### src/rtl/pairhmm_diag_sched.sv
// -----------------------------------------------------------------------------
// pairhmm_diag_sched
//
// Wavefront scheduler for the diagonal PairHMM PE array. A job is an R x H DP
// matrix. The block walks its anti-diagonals d = 0 .. R+H-2 in order. It cuts
// each diagonal into chunks of at most NUM_PE consecutive read rows and offers
// every chunk to the array over a valid/ready handshake. After the final
// chunk is accepted it idles for PE_LAT drain cycles and then pulses done.
//
// Optional feature macro: PAIRHMM_SCHED_PERF_EN
//   When defined, the block adds the perf_cycles output: a 16-bit saturating
//   count of busy cycles for the most recent job.
//
// Ports
//   sys_clk     in   rising-edge clock
//   sys_rst     in   synchronous active-high reset
//   start       in   job request, looked at only while idle
//   read_len    in   R (1..2^LEN_W-1), sampled with start
//   hap_len     in   H (1..2^LEN_W-1), sampled with start
//   busy        out  job in progress (accepted start .. done cycle)
//   cfg_err     out  one-cycle pulse: start seen with R=0 or H=0
//   diag_valid  out  chunk descriptor valid
//   diag_ready  in   PE array accepts the chunk
//   diag_idx    out  anti-diagonal index d
//   row_lo      out  first read row of the chunk
//   row_cnt     out  cells in the chunk (1..NUM_PE)
//   diag_first  out  first chunk of its diagonal
//   diag_last   out  last chunk of the whole job
//   done        out  one-cycle completion pulse
//   perf_cycles out  busy-cycle counter (PAIRHMM_SCHED_PERF_EN only)
// -----------------------------------------------------------------------------
module pairhmm_diag_sched #(
  parameter int LEN_W  = 7,
  parameter int NUM_PE = 8,
  parameter int PE_LAT = 4
) (
  input  logic                         sys_clk,
  input  logic                         sys_rst,
  input  logic                         start,
  input  logic [LEN_W-1:0]             read_len,
  input  logic [LEN_W-1:0]             hap_len,
  output logic                         busy,
  output logic                         cfg_err,
  output logic                         diag_valid,
  input  logic                         diag_ready,
  output logic [LEN_W:0]               diag_idx,
  output logic [LEN_W-1:0]             row_lo,
  output logic [$clog2(NUM_PE+1)-1:0]  row_cnt,
  output logic                         diag_first,
  output logic                         diag_last,
  output logic                         done
`ifdef PAIRHMM_SCHED_PERF_EN
  ,
  output logic [15:0]                  perf_cycles
`endif
);

  localparam int CNT_W = $clog2(NUM_PE + 1);
  // Two extra bits: one for d (which reaches 2^(LEN_W+1)-4) and one for the
  // sign of d-H+1.
  localparam int W2    = LEN_W + 2;
  localparam int FL_W  = (PE_LAT > 1) ? $clog2(PE_LAT) : 1;

  localparam logic [W2-1:0]   ONE_W    = {{(W2-1){1'b0}}, 1'b1};
  localparam logic [W2-1:0]   TWO_W    = {{(W2-2){1'b0}}, 2'b10};
  localparam logic [W2-1:0]   NUM_PE_W = W2'(NUM_PE);
  localparam logic [FL_W-1:0] FL_LAST  = FL_W'(PE_LAT - 1);
  localparam logic [LEN_W-1:0] LEN_ONE = {{(LEN_W-1){1'b0}}, 1'b1};

  typedef enum logic [1:0] {
    ST_IDLE  = 2'd0,
    ST_ISSUE = 2'd1,
    ST_FLUSH = 2'd2,
    ST_DONE  = 2'd3
  } state_t;

  // Highest read row on diagonal d: min(d, R-1).
  function automatic logic [W2-1:0] row_hi_f(input logic [W2-1:0] d,
                                             input logic [W2-1:0] r);
    logic [W2-1:0] r_m1;
    r_m1 = r - ONE_W;
    if (d < r_m1) begin
      row_hi_f = d;
    end else begin
      row_hi_f = r_m1;
    end
  endfunction

  // Lowest read row on diagonal d: max(0, d-H+1). The MSB of the difference
  // acts as its sign bit.
  function automatic logic [W2-1:0] row_lo_f(input logic [W2-1:0] d,
                                             input logic [W2-1:0] h);
    logic [W2-1:0] t;
    t = d - h + ONE_W;
    if (t[W2-1]) begin
      row_lo_f = {W2{1'b0}};
    end else begin
      row_lo_f = t;
    end
  endfunction

  // Chunk size that starts at row lo on a diagonal ending at row hi.
  function automatic logic [W2-1:0] chunk_cnt_f(input logic [W2-1:0] hi,
                                                input logic [W2-1:0] lo);
    logic [W2-1:0] span;
    span = hi - lo + ONE_W;
    if (span > NUM_PE_W) begin
      chunk_cnt_f = NUM_PE_W;
    end else begin
      chunk_cnt_f = span;
    end
  endfunction

  state_t             state_q, state_d;
  logic [LEN_W-1:0]   r_q, r_d;
  logic [LEN_W-1:0]   h_q, h_d;
  logic [LEN_W:0]     diag_idx_q, diag_idx_d;
  logic [LEN_W-1:0]   row_lo_q, row_lo_d;
  logic [CNT_W-1:0]   row_cnt_q, row_cnt_d;
  logic               diag_first_q, diag_first_d;
  logic               diag_last_q, diag_last_d;
  logic               diag_valid_q, diag_valid_d;
  logic               busy_q, busy_d;
  logic               cfg_err_q, cfg_err_d;
  logic               done_q, done_d;
  logic [FL_W-1:0]    flush_cnt_q, flush_cnt_d;

  logic [W2-1:0]      r_w_s, h_w_s, d_w_s, lo_w_s, cnt_w_s;
  logic [W2-1:0]      cur_end_s, last_d_s;
  logic [W2-1:0]      nxt_d_s, nxt_lo_s, nxt_cnt_s;
  logic               nxt_first_s, nxt_last_s;
  logic               start_ok_s;

  assign start_ok_s = start && (read_len != {LEN_W{1'b0}})
                            && (hap_len  != {LEN_W{1'b0}});

  // Descriptor of the chunk that follows the one currently on the outputs.
  always_comb begin
    r_w_s     = {2'b00, r_q};
    h_w_s     = {2'b00, h_q};
    d_w_s     = {1'b0, diag_idx_q};
    lo_w_s    = {2'b00, row_lo_q};
    cnt_w_s   = W2'(row_cnt_q);
    cur_end_s = lo_w_s + cnt_w_s - ONE_W;
    last_d_s  = r_w_s + h_w_s - TWO_W;
    if (cur_end_s == row_hi_f(d_w_s, r_w_s)) begin
      nxt_d_s     = d_w_s + ONE_W;
      nxt_lo_s    = row_lo_f(d_w_s + ONE_W, h_w_s);
      nxt_first_s = 1'b1;
    end else begin
      nxt_d_s     = d_w_s;
      nxt_lo_s    = lo_w_s + NUM_PE_W;
      nxt_first_s = 1'b0;
    end
    nxt_cnt_s  = chunk_cnt_f(row_hi_f(nxt_d_s, r_w_s), nxt_lo_s);
    nxt_last_s = (nxt_d_s == last_d_s) &&
                 ((nxt_lo_s + nxt_cnt_s - ONE_W) == (r_w_s - ONE_W));
  end

  // FSM next state and registered-output next values.
  always_comb begin
    state_d      = state_q;
    r_d          = r_q;
    h_d          = h_q;
    diag_idx_d   = diag_idx_q;
    row_lo_d     = row_lo_q;
    row_cnt_d    = row_cnt_q;
    diag_first_d = diag_first_q;
    diag_last_d  = diag_last_q;
    diag_valid_d = diag_valid_q;
    busy_d       = busy_q;
    cfg_err_d    = 1'b0;
    done_d       = 1'b0;
    flush_cnt_d  = flush_cnt_q;
    case (state_q)
      ST_IDLE: begin
        if (start_ok_s) begin
          state_d      = ST_ISSUE;
          r_d          = read_len;
          h_d          = hap_len;
          diag_idx_d   = {(LEN_W+1){1'b0}};
          row_lo_d     = {LEN_W{1'b0}};
          row_cnt_d    = CNT_W'(1);
          diag_first_d = 1'b1;
          // Diagonal 0 holds a single cell, so it is also the whole job only
          // for a 1x1 matrix.
          diag_last_d  = (read_len == LEN_ONE) && (hap_len == LEN_ONE);
          diag_valid_d = 1'b1;
          busy_d       = 1'b1;
        end else if (start) begin
          cfg_err_d = 1'b1;
        end else begin
          state_d = ST_IDLE;
        end
      end
      ST_ISSUE: begin
        if (diag_ready) begin
          if (diag_last_q) begin
            state_d      = ST_FLUSH;
            diag_valid_d = 1'b0;
            diag_idx_d   = {(LEN_W+1){1'b0}};
            row_lo_d     = {LEN_W{1'b0}};
            row_cnt_d    = {CNT_W{1'b0}};
            diag_first_d = 1'b0;
            diag_last_d  = 1'b0;
            flush_cnt_d  = {FL_W{1'b0}};
          end else begin
            diag_idx_d   = nxt_d_s[LEN_W:0];
            row_lo_d     = nxt_lo_s[LEN_W-1:0];
            row_cnt_d    = nxt_cnt_s[CNT_W-1:0];
            diag_first_d = nxt_first_s;
            diag_last_d  = nxt_last_s;
          end
        end else begin
          state_d = ST_ISSUE;
        end
      end
      ST_FLUSH: begin
        if (flush_cnt_q == FL_LAST) begin
          state_d = ST_DONE;
          done_d  = 1'b1;
        end else begin
          flush_cnt_d = flush_cnt_q + FL_W'(1);
        end
      end
      ST_DONE: begin
        state_d = ST_IDLE;
        busy_d  = 1'b0;
      end
      default: begin
        state_d      = ST_IDLE;
        busy_d       = 1'b0;
        diag_valid_d = 1'b0;
      end
    endcase
  end

  // State and output registers with synchronous reset.
  always_ff @(posedge sys_clk) begin
    if (sys_rst) begin
      state_q      <= ST_IDLE;
      r_q          <= {LEN_W{1'b0}};
      h_q          <= {LEN_W{1'b0}};
      diag_idx_q   <= {(LEN_W+1){1'b0}};
      row_lo_q     <= {LEN_W{1'b0}};
      row_cnt_q    <= {CNT_W{1'b0}};
      diag_first_q <= 1'b0;
      diag_last_q  <= 1'b0;
      diag_valid_q <= 1'b0;
      busy_q       <= 1'b0;
      cfg_err_q    <= 1'b0;
      done_q       <= 1'b0;
      flush_cnt_q  <= {FL_W{1'b0}};
    end else begin
      state_q      <= state_d;
      r_q          <= r_d;
      h_q          <= h_d;
      diag_idx_q   <= diag_idx_d;
      row_lo_q     <= row_lo_d;
      row_cnt_q    <= row_cnt_d;
      diag_first_q <= diag_first_d;
      diag_last_q  <= diag_last_d;
      diag_valid_q <= diag_valid_d;
      busy_q       <= busy_d;
      cfg_err_q    <= cfg_err_d;
      done_q       <= done_d;
      flush_cnt_q  <= flush_cnt_d;
    end
  end

  assign busy       = busy_q;
  assign cfg_err    = cfg_err_q;
  assign diag_valid = diag_valid_q;
  assign diag_idx   = diag_idx_q;
  assign row_lo     = row_lo_q;
  assign row_cnt    = row_cnt_q;
  assign diag_first = diag_first_q;
  assign diag_last  = diag_last_q;
  assign done       = done_q;

`ifdef PAIRHMM_SCHED_PERF_EN
  logic [15:0] perf_q, perf_d;

  // Busy-cycle counter: cleared by an accepted start, saturating otherwise.
  always_comb begin
    perf_d = perf_q;
    if ((state_q == ST_IDLE) && start_ok_s) begin
      perf_d = 16'h0000;
    end else if (busy_q && (perf_q != 16'hFFFF)) begin
      perf_d = perf_q + 16'h0001;
    end else begin
      perf_d = perf_q;
    end
  end

  // Counter register.
  always_ff @(posedge sys_clk) begin
    if (sys_rst) begin
      perf_q <= 16'h0000;
    end else begin
      perf_q <= perf_d;
    end
  end

  assign perf_cycles = perf_q;
`endif

endmodule

### config.mk
export PLATFORM = sky130hd
export DESIGN_NAME = pairhmm_diag_sched
export DESIGN_NICKNAME = d
export VERILOG_FILES = /design/src/rtl/pairhmm_diag_sched.sv
export SDC_FILE = /design/constraint.sdc
export NUM_CORES = 1
export LEC_CHECK = 0
export BUFFER_PORTS_ARGS = -buffer_cell sky130_fd_sc_hd__buf_4
export CORE_ASPECT_RATIO = 1.5
export CORE_MARGIN = 2
export CORE_UTILIZATION = 30
export CTS_BUF_LIST = sky130_fd_sc_hd__clkbuf_4
export CTS_CLUSTER_SIZE = 12
export DETAILED_ROUTE_END_ITERATION = 16
export HOLD_SLACK_MARGIN = 0.05
export PLACE_DENSITY = 0.44
export SLEW_MARGIN = 15
export SYNTH_ARGS = -nofsm -noshare
export SYNTH_HDL_FRONTEND = slang
export SYNTH_SLANG_ARGS = --single-unit
### constraint.sdc
create_clock -name sys_clk -period 15.36 [get_ports sys_clk]
set_input_delay 2.304 -clock sys_clk [delete_from_list [all_inputs] [get_ports sys_clk]]
set_output_delay 2.304 -clock sys_clk [all_outputs]
set_load 0.02 [all_outputs]
-- Word-level counts from Yosys, hierarchy flattened
Index checks and enable logic that the tools add are counted.
- register bits after elaboration: 43
- bits in latches: 0
- RAM bits: 0
- bits in read-only memories: 0
- logic and storage cells: 109
- memories: 0
- $add $sub $neg: 14
- $mul: 0
- div/mod/pow operators: 0
- magnitude comparators: 3
- eq/ne operators: 16
- shift-type cells: 0
- muxes and demuxes: 43
- bitwise operators: 2
- reductions and logical operators: 18
- operator list (operator ; count):
    $mux W9 ; 5
    $mux W8 ; 4
    $eq A9 B9 Y1 ; 3
    $mux W7 ; 3
    $add A9 B1 Y9 const B ; 2
    $mux W2 ; 8
    $pmux W8 S2 ; 1
    $eq A7 B1 Y1 const B ; 2
    $pmux W7 S2 ; 1
    $reduce_bool A7 Y1 ; 2
    $mux W4 ; 3
    $mux W1 ; 11
    $ne A2 B2 Y1 const B ; 5
    $add A8 B1 Y9 const B ; 1
    $add A9 B9 Y9 ; 1
    $gt A9 B4 Y1 const B ; 1
    $lt A8 B9 Y1 ; 1
    $lt A9 B9 Y1 ; 1
    $sub A8 B1 Y9 const B ; 1
    $sub A8 B2 Y9 const B ; 1
    $sub A9 B1 Y9 const B ; 1
    $sub A9 B7 Y9 ; 1
    $sub A9 B9 Y9 ; 1
    $add A7 B4 Y8 ; 1
    other kinds (20) ; 35

-- Longest topological paths before layout
Gate-level depths: netlist of run 1.
- word-level depth: 18
- mapped depth: 64
- depth with buffers taken out: 60

-- Worst setup path before layout of run 1
OpenSTA, ideal clock, no wires.
- path type: register to register
- from: reg r_q[0]
- to: reg diag_last_q (netlist: diag_last)
- setup time: 0.086 ns
- data arrival time: 10.864 ns
- slack: 4.411 ns
- cell stages (with the launch flop): 65
- clock period less this slack: 10.949 ns
- cells stage by stage: dfxtp_1 > buf_2 > inv_1 > ha_1 > inv_1 > nor3_1 > xnor2_1 > inv_1 > ha_1 > o2111ai_1 > a31oi_1 > o211ai_1 > o31ai_2 > mux2i_1 > xnor2_1 > nand4_1 > buf_2 > clkbuf_1 > [... 29 more ...] > ha_1 > inv_1 > fa_1 > nor2b_1 > o21ai_0 > a21boi_0 > o21ai_0 > and2_1 > or2_2 > mux2i_1 > a21oi_1 > a2111oi_0 > nand4_1 > nor4_1 > o211ai_1 > a21oi_1 > a311oi_1 > a211oi_1
- word-level cells in the longest chain between the ends: 18
- elaborated cells on any way between the ends: 22
- those cells by class: add/sub: 7; order compare: 3; eq/ne: 3; mux: 8; reduce/logical: 1
- ends and longest elaborated chain (what ; line ; RTL):
    start, declared ; 115 ; logic [LEN_W-1:0] r_q, r_d;
    start signal, assigned ; 242 ; r_q <= {LEN_W{1'b0}};
    start signal, assigned ; 256 ; r_q <= r_d;
    $sub A7 B1 Y8 ; 81, 157 ;
    $lt A8 B9 Y1 ; 82 ; if (d < r_m1) begin
    $mux W9 ; 82 ;
    $eq A9 B9 Y1 ; 146 ; if (cur_end_s == row_hi_f(d_w_s, r_w_s)) begin
    $mux W9 ; 146 ;
    $lt A9 B9 Y1 ; 82 ;
    $mux W9 ; 82 ;
    $sub A9 B9 Y9 ; 106 ; span = hi - lo + ONE_W;
    [... 2 more ...] ; -- ;
    $mux W9 ; 107 ; if (span > NUM_PE_W) begin
    $add A9 B9 Y9 ; 157 ; ((nxt_lo_s + nxt_cnt_s - ONE_W) == (r_w_s - ONE_W));
    $sub A9 B1 Y9 ; 157 ;
    $eq A9 B9 Y1 ; 157 ;
    $logic_and A1 B1 Y1 * ; 156 ; nxt_last_s = (nxt_d_s == last_d_s) &&
    $mux W1 * ; 198 ; if (diag_last_q) begin
    $mux W1 * ; 197 ; if (diag_ready) begin
    $pmux W1 S2 * ; 175 ; case (state_q)
    end signal, assigned ; 262 ; diag_last_q <= diag_last_d;
    end, declared ; 121 ; logic diag_last_q, diag_last_d;
Every way passes the cells marked *; elsewhere a longest branch is shown, timed or not. The select of a mux whose other input is x is not followed.
A chain may end at the register's enable or synchronous reset.

-- Worst setup path in the final report of run 1
Same ends and word-level chain as after synthesis.

==> flow_summary.json, run 1 <==
{
  "ys_types": 74,
  "pin_count": 43,
  "grt_setup_unrepaired": "false",
  "grt_antenna_before_repair": 1,
  "clock_sinks": 43,
  "p_leak_nw": 2.62,
  "timing.final.ws_setup_ns": 1.77,
  "fin_area_um2": 6050,
  "chipHeight_um": 170,
  "synthTopCellsByCount": "ha_1 (84), inv_1 (84), a21oi_1 (72)",
  "yosysSeqAreaShare": 0.157,
  "max_stage_delay_ns": 0.65,
  "post_cts_buffers": 0,
  "synth_top_area_share": 0.192,
  "die_w_um": 114,
  "r2r_start": "r_q[0]",
  "synth_async_sr_flop_share": 0,
  "synth-edff-count": 0,
  "grtUsageTotal": 0.194,
  "synthCells": 732,
  "start_util": 0.306,
  "drv_slew": 0,
  "worst_pin_slew_ns": 1.05,
  "synth_ff_type": "dfxtp_1",
  "drv_cap": 0,
  "crit_end": "diag_last",
  "crit_family": "compound AO/OA/AOI/OAI gates",
  "rr_worst_depth": 58,
  "skew_ns": 0.0221,
  "core_um2": 17900,
  "crit_path_start": "r_q[0]",
  "ctsHoldBuffers": 0,
  "synthTopCellsByArea": "ha_1 (19%), dfxtp_1 (16%), xnor2_1 (8.3%)",
  "arrival_ns": 13.92,
  "clkTransAtPathRegs_ns": 0.17,
  "fin_crit_ns": 13.59,
  "grt_pass1_vias": 5169,
  "port_buffers": 42,
  "drt_iter0_drc": 261,
  "nNetsFinal": 866,
  "numCtsBuffers": 5,
  "grt-ovfl-total": 0,
  "r2r-end": "diag_last",
  "synth-seq-cells": 43,
  "finalCritPeriodShare": 0.885,
  "cellPowerDensity_nw_per_um2": 60.3,
  "timing.hold.ws_ns": 0.473,
  "place_ws_ns": 1.93,
  "peakVddDrop_mv": 0.0454,
  "end_kind": "register",
  "grt_max_degree": 44,
  "htree_levels": 2,
  "fin_setup_tns_ns": 0,
  "fp.dieArea_um2": 19400,
  "max_freq_mhz": 73.6,
  "root_buffer": "clkbuf_4",
  "critPathSlowestCell": "dfxtp_1",
  "avgSynthCellArea_um2": 7.50,
  "dr.pass1.iters": 5,
  "worst-path-stages": 58,
  "clock_latency_ns": 0.40,
  "whs_path_depth": 2,
  "drc": 0,
  "p_total_uw": 365,
  "routed_wl_um": 18500,
  "hold_viol_final": 0,
  "start_kind": "register",
  "vias": 5272,
  "place_congestion": 0.934,
  "detail_route.vias_per_cell": 5.39,
  "setup_viol": 0,
  "relSlewSlack": 0.300,
  "std_cell_rows": 60,
  "dpl.hpwl_um": 14900,
  "drive_gt1_frac": 0.0934,
  "status": "finished, final reports clean",
  "grt_pass1_wl_um": 28800,
  "hold_path_class": "reg -> reg",
  "path_class": "reg -> reg",
  "synth_area_um2": 5490,
  "final_antenna_net_count": 0,
  "yosysTopAreaCell": "ha_1",
  "regToRegSetupSlack_ns": 1.77,
  "wl_per_cell_um": 18.9,
  "placed_cell_area_um2": 5980,
  "area_growth_syn_to_layout_pct": 10.3,
  "required_ns": 15.69,
  "clk_path_buf_depth": 2,
  "cp.buffers_inverters": 6,
  "cts_resized": 0,
  "synth-warning-count": 0,
  "crit_fanout": 13,
  "cts_tree": "done"
}
==> cell usage in the layout, fill, tap and decap left out, types with 3 or more instances in the layout <==
master,netlist,routed
inv_1,84,84
ha_1,84,84
a21oi_1,72,72
nand2_1,67,67
nor2_1,64,64
xnor2_1,52,52
buf_4,0,44
dfxtp_1,43,43
o21ai_0,29,29
xor2_1,16,16
nand3_1,15,15
a21o_1,12,12
a22oi_1,12,12
nand2b_1,11,11
nor2b_1,9,9
a211oi_1,8,8
nor3_1,8,8
nor4_1,8,8
mux2i_1,7,7
o21bai_1,7,7
nand4_1,6,6
nand3b_1,5,5
and3_1,5,5
and2_1,5,5
fa_1,5,5
clkbuf_4,0,5
o21a_1,4,4
o211ai_1,4,4
or3_1,4,4
conb_1,1,4
a21boi_0,3,3
a31oi_1,3,3
xnor3_1,3,3
and4_1,3,3
==> where the power goes <==
group          internal [mW]  leakage (nW)  switching, mW
Combinational         0.0675          2.24          0.104
Sequential             0.116         0.350        0.00713
Clock                 0.0194        0.0362         0.0503
==> cell type report <==
cell class / count / area [um2]
Sequential cell: 43 / 861
Timing Repair Buffer: 44 / 330
Clock buffer: 5 / 37.5
Fill cell: 1897 / 11900
Multi-Input combinational cell: 579 / 4200
Antenna cell: 1 / 2.50
Clock inverter: 3 / 26.3
Tap cell: 217 / 272
Inverter: 86 / 323
==> flip-flops by register name, summed over array words and instances (netlist names), named ones only <==
signal / count
diag_last: 1
diag_valid: 1
cfg_err: 1
diag_idx: 8
done: 1
busy: 1
diag_first: 1
flush_cnt_q: 2
row_cnt: 4
row_lo: 7
h_q: 7
state_q: 1
r_q: 7
==> cell families (layout without fill, tap and decap cells) <==
kind of cell	after synthesis	after routing	synth area share
AOI/OAI and AO/OA	181	181	0.212
xor gates and xnor gates	72	72	0.124
adders and majority gates	89	89	0.210
buffers and inverters	113	138	0.0798
DFF	43	43	0.157
muxes	8	8	0.0148
other	1	5	0.000683
and+or+nand+nor	225	225	0.202
==> worst min path at each step <==
stage                        end  slack [ns]    from
after global placement    h_q[4]        0.45  h_q[4]
after detailed placement  h_q[5]        0.45  h_q[5]
final                     h_q[3]        0.47  h_q[3]
after floorplan           h_q[2]        0.44  h_q[2]
after global routing      h_q[3]        0.50  h_q[3]
after CTS                 h_q[5]        0.47  h_q[5]
==> metal layers <==
metal | track usage | part of all wire | vias up
met5 | 0 | 0 | -
met4 | 0.0870 | 0.044 | 0
met3 | 0.0161 | 0.033 | 38
met2 | 0.360 | 0.52 | 152
met1 | 0.221 | 0.40 | 2503
li1 | - | - | 2579
==> stage by stage <==
step,cells,util
floorplan,735,-
global placement,969,0.334
detailed placement,969,0.334
CTS,977,0.337
global route,978,0.337
finish,978,0.337
==> tightest hold or removal path, stage by stage (launching register included) <==
cell and delay (ns):
dfxtp_1 0.34, nand2_1 0.05, a21oi_1 0.05
No activity file was read; power rests on OpenSTA's default activity.
==> run 2, diff against run 1 <==
--- a/config.mk
+++ b/config.mk
@@ -8,12 +8,13 @@
 export BUFFER_PORTS_ARGS = -buffer_cell sky130_fd_sc_hd__buf_4
 export CORE_ASPECT_RATIO = 1.5
 export CORE_MARGIN = 2
-export CORE_UTILIZATION = 30
+export CORE_UTILIZATION = 55
 export CTS_BUF_LIST = sky130_fd_sc_hd__clkbuf_4
 export CTS_CLUSTER_SIZE = 12
 export DETAILED_ROUTE_END_ITERATION = 16
+export GPL_ROUTABILITY_DRIVEN = 0
 export HOLD_SLACK_MARGIN = 0.05
-export PLACE_DENSITY = 0.44
+export PLACE_DENSITY = 0.72
 export SLEW_MARGIN = 15
 export SYNTH_ARGS = -nofsm -noshare
 export SYNTH_HDL_FRONTEND = slang
==> flow_summary.json, run 2 (same netlist as run 1, synthesis figures left out) <==
{
  "status": "finished, final reports clean",
  "numCtsBuffers": 5,
  "fin_crit_ns": 13.30,
  "area_growth_syn_to_layout_pct": 8.73,
  "hold_viol_final": 0,
  "routed_wl_um": 15800,
  "p_int_uw": 235,
  "p_leak_nw": 2.64,
  "worst_pin_slew_ns": 0.915,
  "cts_resized": 0,
  "core_um2": 9690,
  "nNetsFinal": 866,
  "ctsHoldBuffers": 0,
  "layout_common_cells": "inv_1 (84), ha_1 (84), a21oi_1 (72), nand2_1 (67), nor2_1 (64)",
  "fin_setup_tns_ns": 0,
  "start_kind": "register",
  "drc": 0,
  "htree_levels": 2,
  "dr.pass1.iters": 9,
  "grt_max_degree": 44,
  "grt_pass1_vias": 5223,
  "final_cells": 875,
  "arrival_ns": 13.62,
  "wl_per_cell_um": 18.0,
  "clock_sinks": 43,
  "vias": 5316,
  "grt_antenna_before_repair": 0,
  "start_util": 0.566,
  "clk_path_buf_depth": 2,
  "cts_tree": "done",
  "grt_setup_unrepaired": "false",
  "skew_ns": 0.0119,
  "chipHeight_um": 126,
  "port_buffers": 42,
  "detail_route.vias_per_cell": 6.08,
  "grt-ovfl-total": 0,
  "pin_count": 43,
  "drt_iter0_drc": 365,
  "clkTransAtPathRegs_ns": 0.16,
  "peakVddDrop_mv": 0.0780,
  "relSlewSlack": 0.389,
  "root_buffer": "clkbuf_4",
  "crit_fanout": 15,
  "path_class": "reg -> reg",
  "drv_slew": 0,
  "grt_pass1_wl_um": 25400,
  "hold_path_class": "reg -> reg",
  "std_cell_rows": 44,
  "finalCritPeriodShare": 0.866,
  "power_frac_comb": 0.429,
  "final_antenna_net_count": 0,
  "max_stage_delay_ns": 0.65,
  "cp_common_cell": "inv_1",
  "end_kind": "register",
  "p_total_uw": 386,
  "die_w_um": 85.6,
  "post_cts_buffers": 0,
  "required_ns": 15.68,
  "placed_cells": 867,
  "cp.buffers_inverters": 8,
  "grtUsageTotal": 0.296,
  "switching_share": 0.390,
  "cellPowerDensity_nw_per_um2": 64.7,
  "drive_gt1_frac": 0.0934,
  "p_seq_frac": 0.319,
  "max_freq_mhz": 75.2,
  "num_antenna_cells": 0,
  "power.net_switching_uw": 151,
  "largest_reg_flops": 8,
  "crit_family": "compound AO/OA/AOI/OAI gates",
  "clock_latency_ns": 0.39,
  "fp.dieArea_um2": 10800,
  "clock_power_share": 0.252,
  "setup_viol": 0,
  "drv_cap": 0,
  "dpl.hpwl_um": 12700,
  "critPathSlowestCell": "dfxtp_1"
}
==> run 2: changes by cell type in the layout (fill, tap and decap cells not counted), sizes merged <==
cell / before / now
bufinv: 0 / 2
clkinv: 2 / 1
diode: 1 / 0
inv: 87 / 86
==> run 2: metal layers <==
layer / part of all wire / routed length (um) / global-route usage / vias to the layer above
li1: - / - / - / 2579
met1: 0.38 / 5960 / 0.325 / 2480
met2: 0.51 / 8120 / 0.542 / 209
met3: 0.054 / 845 / 0.0397 / 48
met4: 0.054 / 852 / 0.150 / 0
met5: 0 / 0 / 0 / -
==> run 2: through the flow <==
stage                      util  hold WS (ns)  setup WS (ns)  cell area, um2
after floorplan               -         0.436           4.41            5500
after global placement    0.604         0.449           2.89            5860
after detailed placement  0.604         0.448           2.34            5860
after CTS                 0.616         0.467           2.29            5970
after global routing      0.616         0.490          0.909            5970
final                     0.616         0.465           2.06            5970
==> run 2: cell type report <==
type                    instances  area [um2]
multi-input cells             579        4200
fillers                       941        3720
flip-flops and latches         43         861
repair buffers                 44         330
inverters                      86         323
well taps                     115         144
clock inverters                 3        71.3
clock buffers                   5        37.5
==> run 2: worst register-to-register path, delay by kind of cell (launching register included) <==
| kind | cells | cell delay [ns] |
|---|---|---|
| AOI/OAI and AO/OA | 23 | 4.28 |
| xor gates and xnor gates | 2 | 0.52 |
| adders and majority gates | 8 | 2.33 |
| buffers and inverters | 8 | 1.24 |
| DFF | 1 | 0.65 |
| muxes | 2 | 0.32 |
| and+or+nand+nor | 17 | 3.90 |
==> run 2: path summary, 6_finish.rpt <==
kind	depth (start not counted)	slack [ns]	to	start
setup / recovery	60	2.06	diag_last	r_q[0]
hold / removal	2	0.47	h_q[5]	h_q[5]
setup reg to reg	60	2.06	diag_last	r_q[0]
hold reg to reg	2	0.47	h_q[5]	h_q[5]
==> run 2: power by group through the flow <==
stage	registers, mW	clock network (mW)	logic (mW)
6_report	0.123	0.0974	0.165
5_1_grt	0.124	0.103	0.181
4_1_cts	0.123	0.0981	0.163
3_5_place_dp	0.125	0	0.162
3_3_place_gp	0.125	0	0.159
2_1_floorplan	0.125	0	0.120
